### src/rtl/ghost_dir_picker.sv
// ghost_dir_picker: turns random bytes into a legal movement direction for one
// ghost at a maze intersection. Rejection-samples candidates against the
// allowed set, with a deterministic rotate-scan fallback after MAX_TRIES.
module ghost_dir_picker #(
  parameter int unsigned MAX_TRIES = 4,
  parameter int unsigned RAND_LSB  = 0
) (
  input  logic       clk,
  input  logic       reset_n,
  input  logic       start,
  input  logic [3:0] legal_mask,
  input  logic [1:0] cur_dir,
  input  logic [7:0] rand_in,
  output logic       rand_take,
  output logic [1:0] dir_out,
  output logic       valid,
  output logic       stuck,
  output logic       busy
);

  localparam int unsigned TRY_W = 3;
  localparam int unsigned DIR_W = 2;
  localparam int unsigned NDIR  = 4;

  typedef enum logic [2:0] {
    S_IDLE     = 3'd0,
    S_SAMPLE   = 3'd1,
    S_CHECK    = 3'd2,
    S_FALLBACK = 3'd3,
    S_DONE     = 3'd4
  } state_t;

  state_t             state_q, state_d;
  logic [NDIR-1:0]    allowed_q, allowed_d;
  logic [DIR_W-1:0]   cand_q, cand_d;
  logic [TRY_W-1:0]   tries_q, tries_d;
  logic [DIR_W-1:0]   dir_q, dir_d;
  logic               stuck_q, stuck_d;
  logic               valid_q, take_q, busy_q;

  logic [NDIR-1:0]    rev_onehot;
  logic [NDIR-1:0]    no_reverse;
  logic [NDIR-1:0]    start_allowed;
  logic [DIR_W-1:0]   fb_dir;
  logic [DIR_W-1:0]   fb_idx;
  logic               fb_found;
  logic               unused_rand;

  // Only two bits of the random byte feed the candidate.
  assign unused_rand = ^rand_in;

  // Allowed set at start: forbid reversal unless it is the only way out.
  always_comb begin
    rev_onehot    = NDIR'(1) << (cur_dir ^ 2'b10);
    no_reverse    = legal_mask & ~rev_onehot;
    start_allowed = (no_reverse == '0) ? legal_mask : no_reverse;
  end

  // Fallback: first allowed direction rotating upward from the last candidate.
  always_comb begin
    fb_dir   = cand_q;
    fb_found = 1'b0;
    fb_idx   = '0;
    for (int i = 1; i < int'(NDIR); i++) begin
      fb_idx = cand_q + DIR_W'(i);
      if (!fb_found && allowed_q[fb_idx]) begin
        fb_dir   = fb_idx;
        fb_found = 1'b1;
      end
    end
  end

  // Next-state and datapath updates.
  always_comb begin
    state_d   = state_q;
    allowed_d = allowed_q;
    cand_d    = cand_q;
    tries_d   = tries_q;
    dir_d     = dir_q;
    stuck_d   = stuck_q;
    case (state_q)
      S_IDLE: begin
        if (start) begin
          allowed_d = start_allowed;
          tries_d   = '0;
          stuck_d   = 1'b0;
          if (legal_mask == '0) begin
            dir_d   = cur_dir;
            stuck_d = 1'b1;
            state_d = S_DONE;
          end else begin
            state_d = S_SAMPLE;
          end
        end
      end
      S_SAMPLE: begin
        cand_d  = rand_in[RAND_LSB +: DIR_W];
        state_d = S_CHECK;
      end
      S_CHECK: begin
        if (allowed_q[cand_q]) begin
          dir_d   = cand_q;
          state_d = S_DONE;
        end else if (tries_q + TRY_W'(1) == TRY_W'(MAX_TRIES)) begin
          state_d = S_FALLBACK;
        end else begin
          tries_d = tries_q + TRY_W'(1);
          state_d = S_SAMPLE;
        end
      end
      S_FALLBACK: begin
        dir_d   = fb_dir;
        state_d = S_DONE;
      end
      S_DONE: begin
        state_d = S_IDLE;
      end
      default: begin
        state_d = S_IDLE;
      end
    endcase
  end

  // State and registered output decodes, synchronous active-low reset.
  always_ff @(posedge clk) begin
    if (!reset_n) begin
      state_q   <= S_IDLE;
      allowed_q <= '0;
      cand_q    <= '0;
      tries_q   <= '0;
      dir_q     <= '0;
      stuck_q   <= 1'b0;
      valid_q   <= 1'b0;
      take_q    <= 1'b0;
      busy_q    <= 1'b0;
    end else begin
      state_q   <= state_d;
      allowed_q <= allowed_d;
      cand_q    <= cand_d;
      tries_q   <= tries_d;
      dir_q     <= dir_d;
      stuck_q   <= stuck_d;
      valid_q   <= (state_d == S_DONE);
      take_q    <= (state_d == S_SAMPLE);
      busy_q    <= (state_d != S_IDLE);
    end
  end

  assign rand_take = take_q;
  assign dir_out   = dir_q;
  assign valid     = valid_q;
  assign stuck     = stuck_q;
  assign busy      = busy_q;

endmodule

### config.mk
export PLATFORM = sky130hd
export DESIGN_NAME = ghost_dir_picker
export DESIGN_NICKNAME = d
export VERILOG_FILES = /design/src/rtl/ghost_dir_picker.sv
export SDC_FILE = /design/constraint.sdc
export NUM_CORES = 1
export LEC_CHECK = 0
export ABC_CLOCK_PERIOD_IN_PS = 1700
export BUFFER_PORTS_ARGS = -buffer_cell sky130_fd_sc_hd__buf_2
export CORE_UTILIZATION = 30
export CTS_BUF_LIST = sky130_fd_sc_hd__clkbuf_4 sky130_fd_sc_hd__clkbuf_8
export DETAILED_ROUTE_END_ITERATION = 10
export SLEW_MARGIN = 30
export SYNTH_ARGS = -nofsm -noshare
export SYNTH_HDL_FRONTEND = slang
export SYNTH_SLANG_ARGS = --single-unit
### constraint.sdc
create_clock -name clk -period 1.7 [get_ports clk]
set_input_delay 0.34 -clock clk [delete_from_list [all_inputs] [get_ports clk]]
set_output_delay 0.34 -clock clk [all_outputs]
set_load 0.1 [all_outputs]
==> metrics.md, run 1 <==
| Metric | Value |
|---|---|
| YS warnings | 0 |
| Pwr/cell area | 757 nW/um^2 |
| Startpoint types | flop |
| Layout Area Growth over Synthesis | 20.5% |
| Number of global-route vias before repair | 837 |
| Max cap viols | 0 |
| Ant diodes | 0 |
| Hold Crit Depth | 3 |
| CP endpoint | tries_q[1] |
| Core Region | 3080 sq um |
| Register area | 362 sq um |
| CTS tree | yes |
| Final hold slack | 279 ps |
| WP data required | 1890 ps |
| # rows | 20 |
| Synthesized area | 975 sq um |
| CTS sink count | 18 |
| Worst min path class | input pin to flop |
| CTS HTree Levels | 1 |
| GP Congestion | 0.778 |
| Post-DP HPWL | 1640 um |
| PortBufs | 16 |
| Final non-filler cell total | 181 |
| Leading area contributor after synthesis | dfxtp_1 |
| Slowest-stage cell, CP | mux4_2 |
| TritonCTS Buffers | 3 |
| R2R cell count | 5 |
| Vias per std cell | 5.04 |
| Post-layout min period | 1600 ps |
| First-pass iteration count of the detailed router | 7 |
| First-pass GRT wire length | 3570 um |
| Ys async rst share | 0 |
| Ys flop type | dfxtp_1 |
| Worst flop-to-flop path startpoint | cand_q[0] |
| Final hold vios | 0 |
| Die height | 59 um |
| Register area share after synthesis | 0.370 |
| Placed Cells | 178 |
| Maximum vdd drop | 256 uV |
| CP cell instances | mux4_2, nor3b_4, o21ai_1, a32oi_1, nor2b_1 |
| Largest net degree at the start of global routing | 18 |
| F_max | 0.627 GHz |
| Crit. End Element | flop |
| Part of the cycle the worst path needs | 0.939 |
| Top cell type's share of synthesized area | 0.370 |
| 1st-iter DRT viols | 16 |
| # IOs | 23 |
| Final max-slew violation count | 0 |
| Critical Path Start | cand_q[0] |
| Worst Tran Pin Value | 492 ps |
| CP max stage delay | 580 ps |
| Total wire length | 2160 um |
| EDFF count, synth | 0 |
| Initial Util | 0.317 |
| Static Leak | 0.456 nW |
| Setup TNS | 0 ps |
| Vias | 912 |
| Total power | 0.889 mW |
| Die Width | 59 um |
| Count of state elements after synthesis | 18 |
| Clock transition at path regs | 100 ps |
| Status | completed |
| Critical Path AT | 1790 ps |
| DR WL/cell | 12.0 um |
| Layout Nets | 158 |
| CP Max Fanout | 4 |
| GR Overflow Total | 0 |
| HP Start | rand_in[0] |
| Mean Syn Cell Area | 8.55 sq um |
| Setup violators final | 0 |
| R2R Setup Slk | 100 ps |
| Fill cells | 333 |
| Ratio of cells with drive above 1 in the final layout | 0.241 |
| Syn Inst Count | 114 |
| Clock Skews | 4.05 ps |
| Worst Setup Path Type | flop to flop |
| Area contributors post-synth | dfxtp_1, a21boi_0, nand2_1 |
| Post-Syn Nets | 133 |
| Root Driver | clkbuf_4 |
| Overall Global Routing Usage | 0.137 |
| Slew HR | 0.674 |
| Die area | 3480 sq um |
| Area of the multi-input gates | 577 sq um |
| Final ANT Viol Nets | 0 |
| RR Endpoint | tries_q[1] |
| RSZ-0062 raised after global routing | no |
| CTS max path bufs | 2 |
| Hold buffers post-CTS | 0 |
| Distinct cells, synth | 36 |
| Initial antenna violation count | 0 |
| Residual DRC | 0 |
| Worst skew pair latency | 290 ps |
==> report_power, final <==
group / total (mW) / internal (mW) / switching [mW]
Sequential: 0.464 / 0.444 / 0.0206
Clock: 0.212 / 0.0826 / 0.130
Combinational: 0.213 / 0.0735 / 0.139
==> worst min-delay path by stage <==
stage	endpoint
after floorplan	tries_q[2]
after global placement	tries_q[2]
after detailed placement	stuck
after CTS	cand_q[1]
after global routing	cand_q[1]
final	cand_q[0]
==> per-stage QoR <==
stage          instance area, sq um  worst slack [ps]   util
3_3_place_gp                   1150              85.2  0.373
5_1_grt                        1170              26.4  0.382
4_1_cts                        1170              37.7  0.380
3_5_place_dp                   1150              71.5  0.373
2_1_floorplan                   975              80.0      -
6_report                       1170               104  0.382
==> logic make-up (layout without fill, tap and decap cells) <==
kind of cell | Yosys count | count (layout) | synth area share
AOI/OAI and AO/OA | 38 | 38 | 0.271
adders and majority gates | 2 | 2 | 0.0257
buffers and inverters | 9 | 32 | 0.0424
DFF | 18 | 18 | 0.370
muxes | 1 | 1 | 0.0231
and+or+nand+nor | 46 | 46 | 0.268
==> metal layers <==
| layer | up-vias | routed length (um) | track usage |
|---|---|---|---|
| met5 | - | 0 | 0 |
| met4 | 0 | 36 | 0.0680 |
| met3 | 5 | 105 | 0.0262 |
| met2 | 21 | 994 | 0.224 |
| met1 | 415 | 1030 | 0.172 |
| li1 | 471 | - | - |
==> Yosys cell counts, types with 2 or more instances <==
cell and n:
o22ai_1 2, o21ai_0 8, a21boi_0 9, nor2_1 5
nand3_1 3, and2_1 2, and2b_1 2, nor2b_1 3
dfxtp_1 18, o211ai_1 2, ha_1 2, nand3b_1 4
inv_1 5, nor3_1 3, o311ai_0 4, clkbuf_1 3
nand2b_1 5, a21oi_1 3, nand2_1 14
==> registers in the layout (all words and copies together), names as in the netlist <==
register	flops
state_q	3
rand_take	1
stuck	1
allowed_q	4
tries_q	3
cand_q	2
dir_out	2
valid	1
busy	1
==> final cells by class <==
class / instances / share of cell area
clock buffer: 3 / 0.0192
timing repair buffer: 24 / 0.119
sequential: 18 / 0.308
multi-input combinational: 87 / 0.491
inverter: 5 / 0.0160
tap: 44 / 0.0469
==> worst max-delay path: cells and delay by family, from the launching register on <==
kind	cells	cell delay, ps
flops	1	350
simple gates	2	270
mux	1	580
compound gates	2	290
==> cell usage in the layout (no fill, tap or decap), drive strengths merged, types with 4 or more instances in the layout <==
master	netlist	routed
dfxtp	18	18
nand2	14	14
nand3b	4	4
o311ai	4	4
inv	5	5
a21oi	4	4
a21boi	9	9
nor2	5	5
nand2b	5	5
o21ai	9	9
buf	1	24
==> repair_timing <==
item | CTS | global route
gates resized for setup | 0 | 3
hold endpoints to repair | 0 | 0
setup buffers | 0 | 0
endpoints found under the setup margin | 0 | 7
Note: power is estimated with default switching activity, not from simulation.
==> run 2: changes to the inputs <==
Settings changed: ABC_CLOCK_PERIOD_IN_PS 1700 to 1950, CELL_PAD_IN_SITES_DETAIL_PLACEMENT set to 0, CELL_PAD_IN_SITES_GLOBAL_PLACEMENT set to 1, PLACE_DENSITY_LB_ADDON set to 0.1.
Clock period 1.7 ns to 1.95 ns, I/O delays scaled along.
==> run 2 against run 1 <==
Compared with the run above:
- hold slack better by 68 ps
- sequential power shrank 12%
- sequential cell count unchanged
- final cell count shrank 1.7%
- via count fell by 4.3%
- setup slack improved by 200 ps
==> metrics.md, run 2 (synthesis results as in run 1) <==
| Metric | Value |
|---|---|
| Status | completed |
| Most frequent cells in the layout | dfxtp_1, buf_2, nand2_1, a21boi_0, o21ai_0 |
| Die Width | 59 um |
| Worst skew pair latency | 290 ps |
| CTS tree | yes |
| Worst min path class | input pin to flop |
| Max reg flops | 4 |
| CP cell instances | mux4_2, o21ai_0, a21oi_2, o21ai_0, a31oi_1 |
| Post-CTS resize count | 0 |
| Clock Skews | 3.30 ps |
| Total power | 0.807 mW |
| Part of the cycle the worst path needs | 0.843 |
| # rows | 20 |
| Setup violators final | 0 |
| Commonest non-fill, non-tap cell in the layout | dfxtp_1 |
| Worst Tran Pin Value | 554 ps |
| Critical Path Start | allowed_q[0] |
| Area of the multi-input gates | 573 sq um |
| Final non-filler cell total | 178 |
| CP max stage delay | 540 ps |
| Most frequent CP cell | o21ai_0 |
| Startpoint types | flop |
| Pwr/cell area | 699 nW/um^2 |
| DR WL/cell | 12.1 um |
| Final hold vios | 0 |
| WP data required | 2120 ps |
| Setup WS pre-CTS | 193 ps |
| Final ANT Viol Nets | 0 |
| CTS max path bufs | 2 |
| Total wire length | 2150 um |
| PortBufs | 16 |
| Number of global-route vias before repair | 835 |
| Post-CTS Setup Inserts | 0 |
| Largest net degree at the start of global routing | 18 |
| Setup TNS | 0 ps |
| Placed Cells | 174 |
| Critical Path AT | 1810 ps |
| Die height | 59 um |
| Worst flop-to-flop path startpoint | allowed_q[0] |
| CP Max Fanout | 9 |
| Slew HR | 0.628 |
| Vias | 873 |
| First-pass GRT wire length | 3820 um |
| Post-layout min period | 1640 ps |
| Clock transition at path regs | 100 ps |
| TritonCTS Buffers | 3 |
| Vias per std cell | 4.90 |
| HP Start | rand_in[1] |
| Initial antenna violation count | 0 |
| GR Overflow Total | 0 |
| Die area | 3480 sq um |
| Hold buffers post-CTS | 0 |
| Layout Nets | 154 |
| Fin worst setup slack | 306 ps |
| Static Leak | 0.442 nW |
| Largest registers | allowed_q x4, state_q x3, tries_q x3 |
| GP Congestion | 0.717 |
| Slowest-stage cell, CP | mux4_2 |
| CTS HTree Levels | 1 |
| Ratio of cells with drive above 1 in the final layout | 0.209 |
| F_max | 0.608 GHz |
| Fill cells | 333 |
| Maximum vdd drop | 255 uV |
| Residual DRC | 0 |
| Final max-slew violation count | 0 |
| Finished Core Util | 0.375 |
| 1st-iter DRT viols | 35 |
| Worst Setup Path Type | flop to flop |
| # IOs | 23 |
| Initial Util | 0.317 |
| Root Driver | clkbuf_4 |
| Post-DP HPWL | 1650 um |
| CTS sink count | 18 |
| Max cap viols | 0 |
| RSZ-0062 raised after global routing | no |
| Crit. End Element | flop |
| Biggest register | allowed_q |
| First-pass iteration count of the detailed router | 4 |
| Core Region | 3080 sq um |
| Register area | 360 sq um |
| Ant diodes | 0 |
| Overall Global Routing Usage | 0.146 |
| Layout Area Growth over Synthesis | 18.4% |
## run 2: cell type report
type                       count  share of cell area
clock buffer                   4              0.0315
timing repair buffer          20              0.0954
inverter                       5              0.0163
sequential                    18               0.312
multi-input combinational     87               0.497
tap                           44              0.0477
## run 2: per-layer routing
metal	global-route usage	vias up	routed length, um
met5	0	-	0
li1	-	461	-
met2	0.219	18	876
met4	0.0442	0	19
met1	0.203	392	1170
met3	0.0415	2	80
## run 2: power breakdown
group	total (mW)	internal [mW]	switching, mW	leakage, nW
logic	0.173	0.0564	0.117	0.275
clock network	0.227	0.114	0.113	0.0210
registers	0.407	0.386	0.0203	0.147
## run 2: critical path, delay by kind of cell (launching register included)
kind / cells / cell delay [ps]
mux: 1 / 540
flops: 1 / 390
compound gates: 4 / 580
## run 2: final timing paths
| kind | end | depth (start not counted) | slack, ps |
|---|---|---|---|
| max | dir_out[0] | 5 | 310 |
| min | cand_q[1] | 3 | 350 |
| max reg2reg | dir_out[0] | 5 | 310 |
| min reg2reg | stuck | 2 | 470 |
## run 2: through the flow
| step | area (sq um) | hold slack [ps] |
|---|---|---|
| finish | 1150 | 347 |
| global route | 1150 | 356 |
| CTS | 1150 | 341 |
| detailed placement | 1120 | 461 |
| global placement | 1120 | 453 |
| floorplan | 975 | 443 |
==> run 3: changes to the inputs <==
Settings changed: ABC_AREA set to 1, ABC_CLOCK_PERIOD_IN_PS 1950 to 1600.
Clock period 1.95 ns to 1.6 ns, I/O delays scaled along.
==> run 3 against run 2 <==
Compared with the run above:
- clock power up 68%
- largest power group unchanged
- count of clock-buffer cells in the layout did not move
- final area rose by 13%
- total power increased by 69%
- critical endpoint is now busy
- critical path type unchanged
- setup slack lost 120 ps
- global-route usage down 0.54 points
- sequential share of layout area is 3.7 points lower
==> metrics.md, run 3 <==
| Metric | Value |
|---|---|
| CP Max Fanout | 11 |
| Worst min path class | input pin to flop |
| Total power | 1.36 mW |
| GR Overflow Total | 0 |
| Fill cells | 422 |
| Vias per std cell | 4.53 |
| 1st-iter DRT viols | 27 |
| R2R Setup Slk | 190 ps |
| CP max stage delay | 460 ps |
| Syn Inst Count | 169 |
| WP data required | 1740 ps |
| Commonest non-fill, non-tap cell in the layout | nand2_1 |
| Worst skew pair latency | 250 ps |
| Distinct cells, synth | 24 |
| DR WL/cell | 10.6 um |
| Number of global-route vias before repair | 1031 |
| CP cell instances | inv_4, nand2_1, and2_1, nand2_1, nand3_2, nand2_2, nand2_1, nand3_1 |
| CTS HTree Levels | 1 |
| Worst Setup Path Type | flop to flop |
| Largest registers | allowed_q x4, state_q x3, tries_q x3 |
| GP Congestion | 0.787 |
| Post-DP HPWL | 2060 um |
| Hold Crit Depth | 3 |
| Vias | 1065 |
| RSZ-0062 raised after global routing | no |
| Fin worst setup slack | 187 ps |
| Synthesized area | 1140 sq um |
| Static Leak | 0.650 nW |
| PortBufs | 16 |
| WP buf/inv | 1 |
| Layout Area Growth over Synthesis | 14.6% |
| YS warnings | 0 |
| First-pass GRT wire length | 4440 um |
| Ratio of cells with drive above 1 in the final layout | 0.262 |
| Post-CTS Setup Inserts | 0 |
| Ant diodes | 0 |
| Die Width | 63.7 um |
| Top post-synthesis cells by count | nand2_1, dfxtp_1, inv_1 |
| Max cap viols | 0 |
| Largest net degree at the start of global routing | 13 |
| Die height | 63.7 um |
| CTS max path bufs | 2 |
| F_max | 0.708 GHz |
| CTS sink count | 18 |
| RR Endpoint | busy |
| Placed cell areas | 1250 sq um |
| Part of the cycle the worst path needs | 0.883 |
| Post-layout min period | 1410 ps |
| First-pass iteration count of the detailed router | 4 |
| Setup violators final | 0 |
| Final hold slack | 339 ps |
| Top cell type's share of synthesized area | 0.315 |
| Clock Skews | 3.17 ps |
| Total wire length | 2490 um |
| # rows | 22 |
| EDFF count, synth | 0 |
| Area contributors post-synth | dfxtp_1, nand2_1, nand3_1 |
| CTS tree | yes |
| # IOs | 23 |
| R2R cell count | 8 |
| Delay-heaviest family, CP | simple AND/OR/NAND/NOR gates |
| Worst Tran Pin Value | 483 ps |
| Final hold vios | 0 |
| Residual DRC | 0 |
| Register area | 360 sq um |
| Register area share after synthesis | 0.315 |
| Overall Global Routing Usage | 0.141 |
| Ys async rst share | 0 |
| Hold buffers post-CTS | 0 |
| Root Driver | clkbuf_8 |
| HP Start | legal_mask[0] |
| Initial Util | 0.312 |
| Startpoint types | flop |
| Most frequent CP cell | nand2_1 |
| Slew HR | 0.680 |
| Max reg flops | 4 |
| Placed Cells | 231 |
| Top-count cell post-synth | nand2_1 |
| Most frequent cells in the layout | nand2_1, dfxtp_1, inv_1, buf_2, nand3_1 |
| Setup WS pre-CTS | 202 ps |
| Leading area contributor after synthesis | dfxtp_1 |
| Core Region | 3660 sq um |
| Crit. End Element | flop |
| Status | completed |
| Area of the multi-input gates | 653 sq um |
| Biggest register | allowed_q |
| Ys flop type | dfxtp_1 |
| Count of state elements after synthesis | 18 |
| Area of all placed cells without fillers | 1310 sq um |
| Initial antenna violation count | 0 |
| Final non-filler cell total | 235 |
| Layout Nets | 207 |
| Clock transition at path regs | 70 ps |
| Mean Syn Cell Area | 6.76 sq um |
| Die area | 4060 sq um |
| Final max-slew violation count | 0 |
| Post-Syn Nets | 188 |
| Critical Path AT | 1550 ps |
| Slowest-stage cell, CP | dfxtp_1 |
| Pwr/cell area | 1040 nW/um^2 |
| Finished Core Util | 0.357 |
| Setup TNS | 0 ps |
| Final ANT Viol Nets | 0 |
| Worst flop-to-flop path startpoint | cand_q[0] |
| TritonCTS Buffers | 3 |
| Maximum vdd drop | 340 uV |
| Hold Crit Endpoint | allowed_q[0] |
[run 3: changes by cell type in the layout (fill, tap and decap cells not counted), moves of 9 or more]
cell	change
inv_1	+11
nand2_1	+28
nand2_2	+9
a21boi_0	-9
a21oi_1	+9
nand3_1	+10
[run 3: cell families after synthesis]
logic type	synth area share
buf+inv	0.113
fa+ha+maj	0.0219
simple gates	0.400
compound gates	0.150
flops	0.315
[run 3: worst reg2reg max path, delay by kind of cell, from the launching register on]
| kind | cells | cell delay [ps] |
|---|---|---|
| simple gates | 7 | 740 |
| flops | 1 | 460 |
| buf+inv | 1 | 110 |
[run 3: final cells by class]
| class | instances | share of cell area |
|---|---|---|
| multi-input cells | 124 | 0.499 |
| flip-flops and latches | 18 | 0.275 |
| inverters | 24 | 0.0707 |
| repair buffers | 17 | 0.0669 |
| well taps | 48 | 0.0459 |
| clock buffers | 4 | 0.0421 |
[run 3: worst max-delay path by stage]
stage / from / to / slack, ps / depth (start not counted)
final: cand_q[0] / busy / 190 / 8
after detailed placement: cand_q[0] / busy / 200 / 8
after CTS: cand_q[0] / dir_out[1] / 180 / 7
after global placement: cand_q[0] / dir_out[1] / 210 / 7
after global routing: cand_q[0] / busy / 40 / 8
after floorplan: dir_out[0] / dir_out[0] / 330 / 2
[run 3: where the power goes]
group / switching, mW / internal [mW]
Combinational: 0.325 / 0.132
Sequential: 0.0365 / 0.486
Clock: 0.163 / 0.219
[run 3: layer usage]
layer / part of all wire / track usage / routed length (um)
met5: 0 / 0 / 0
met4: 0.0088 / 0.0511 / 22
met3: 0.031 / 0.0272 / 77
met2: 0.45 / 0.225 / 1120
met1: 0.51 / 0.186 / 1270
[run 3: timing repair]
action                                 in CTS  in global routing
gates resized for setup                     0                  1
setup endpoints to repair                   0                  1
endpoints found under the hold margin       0                  0
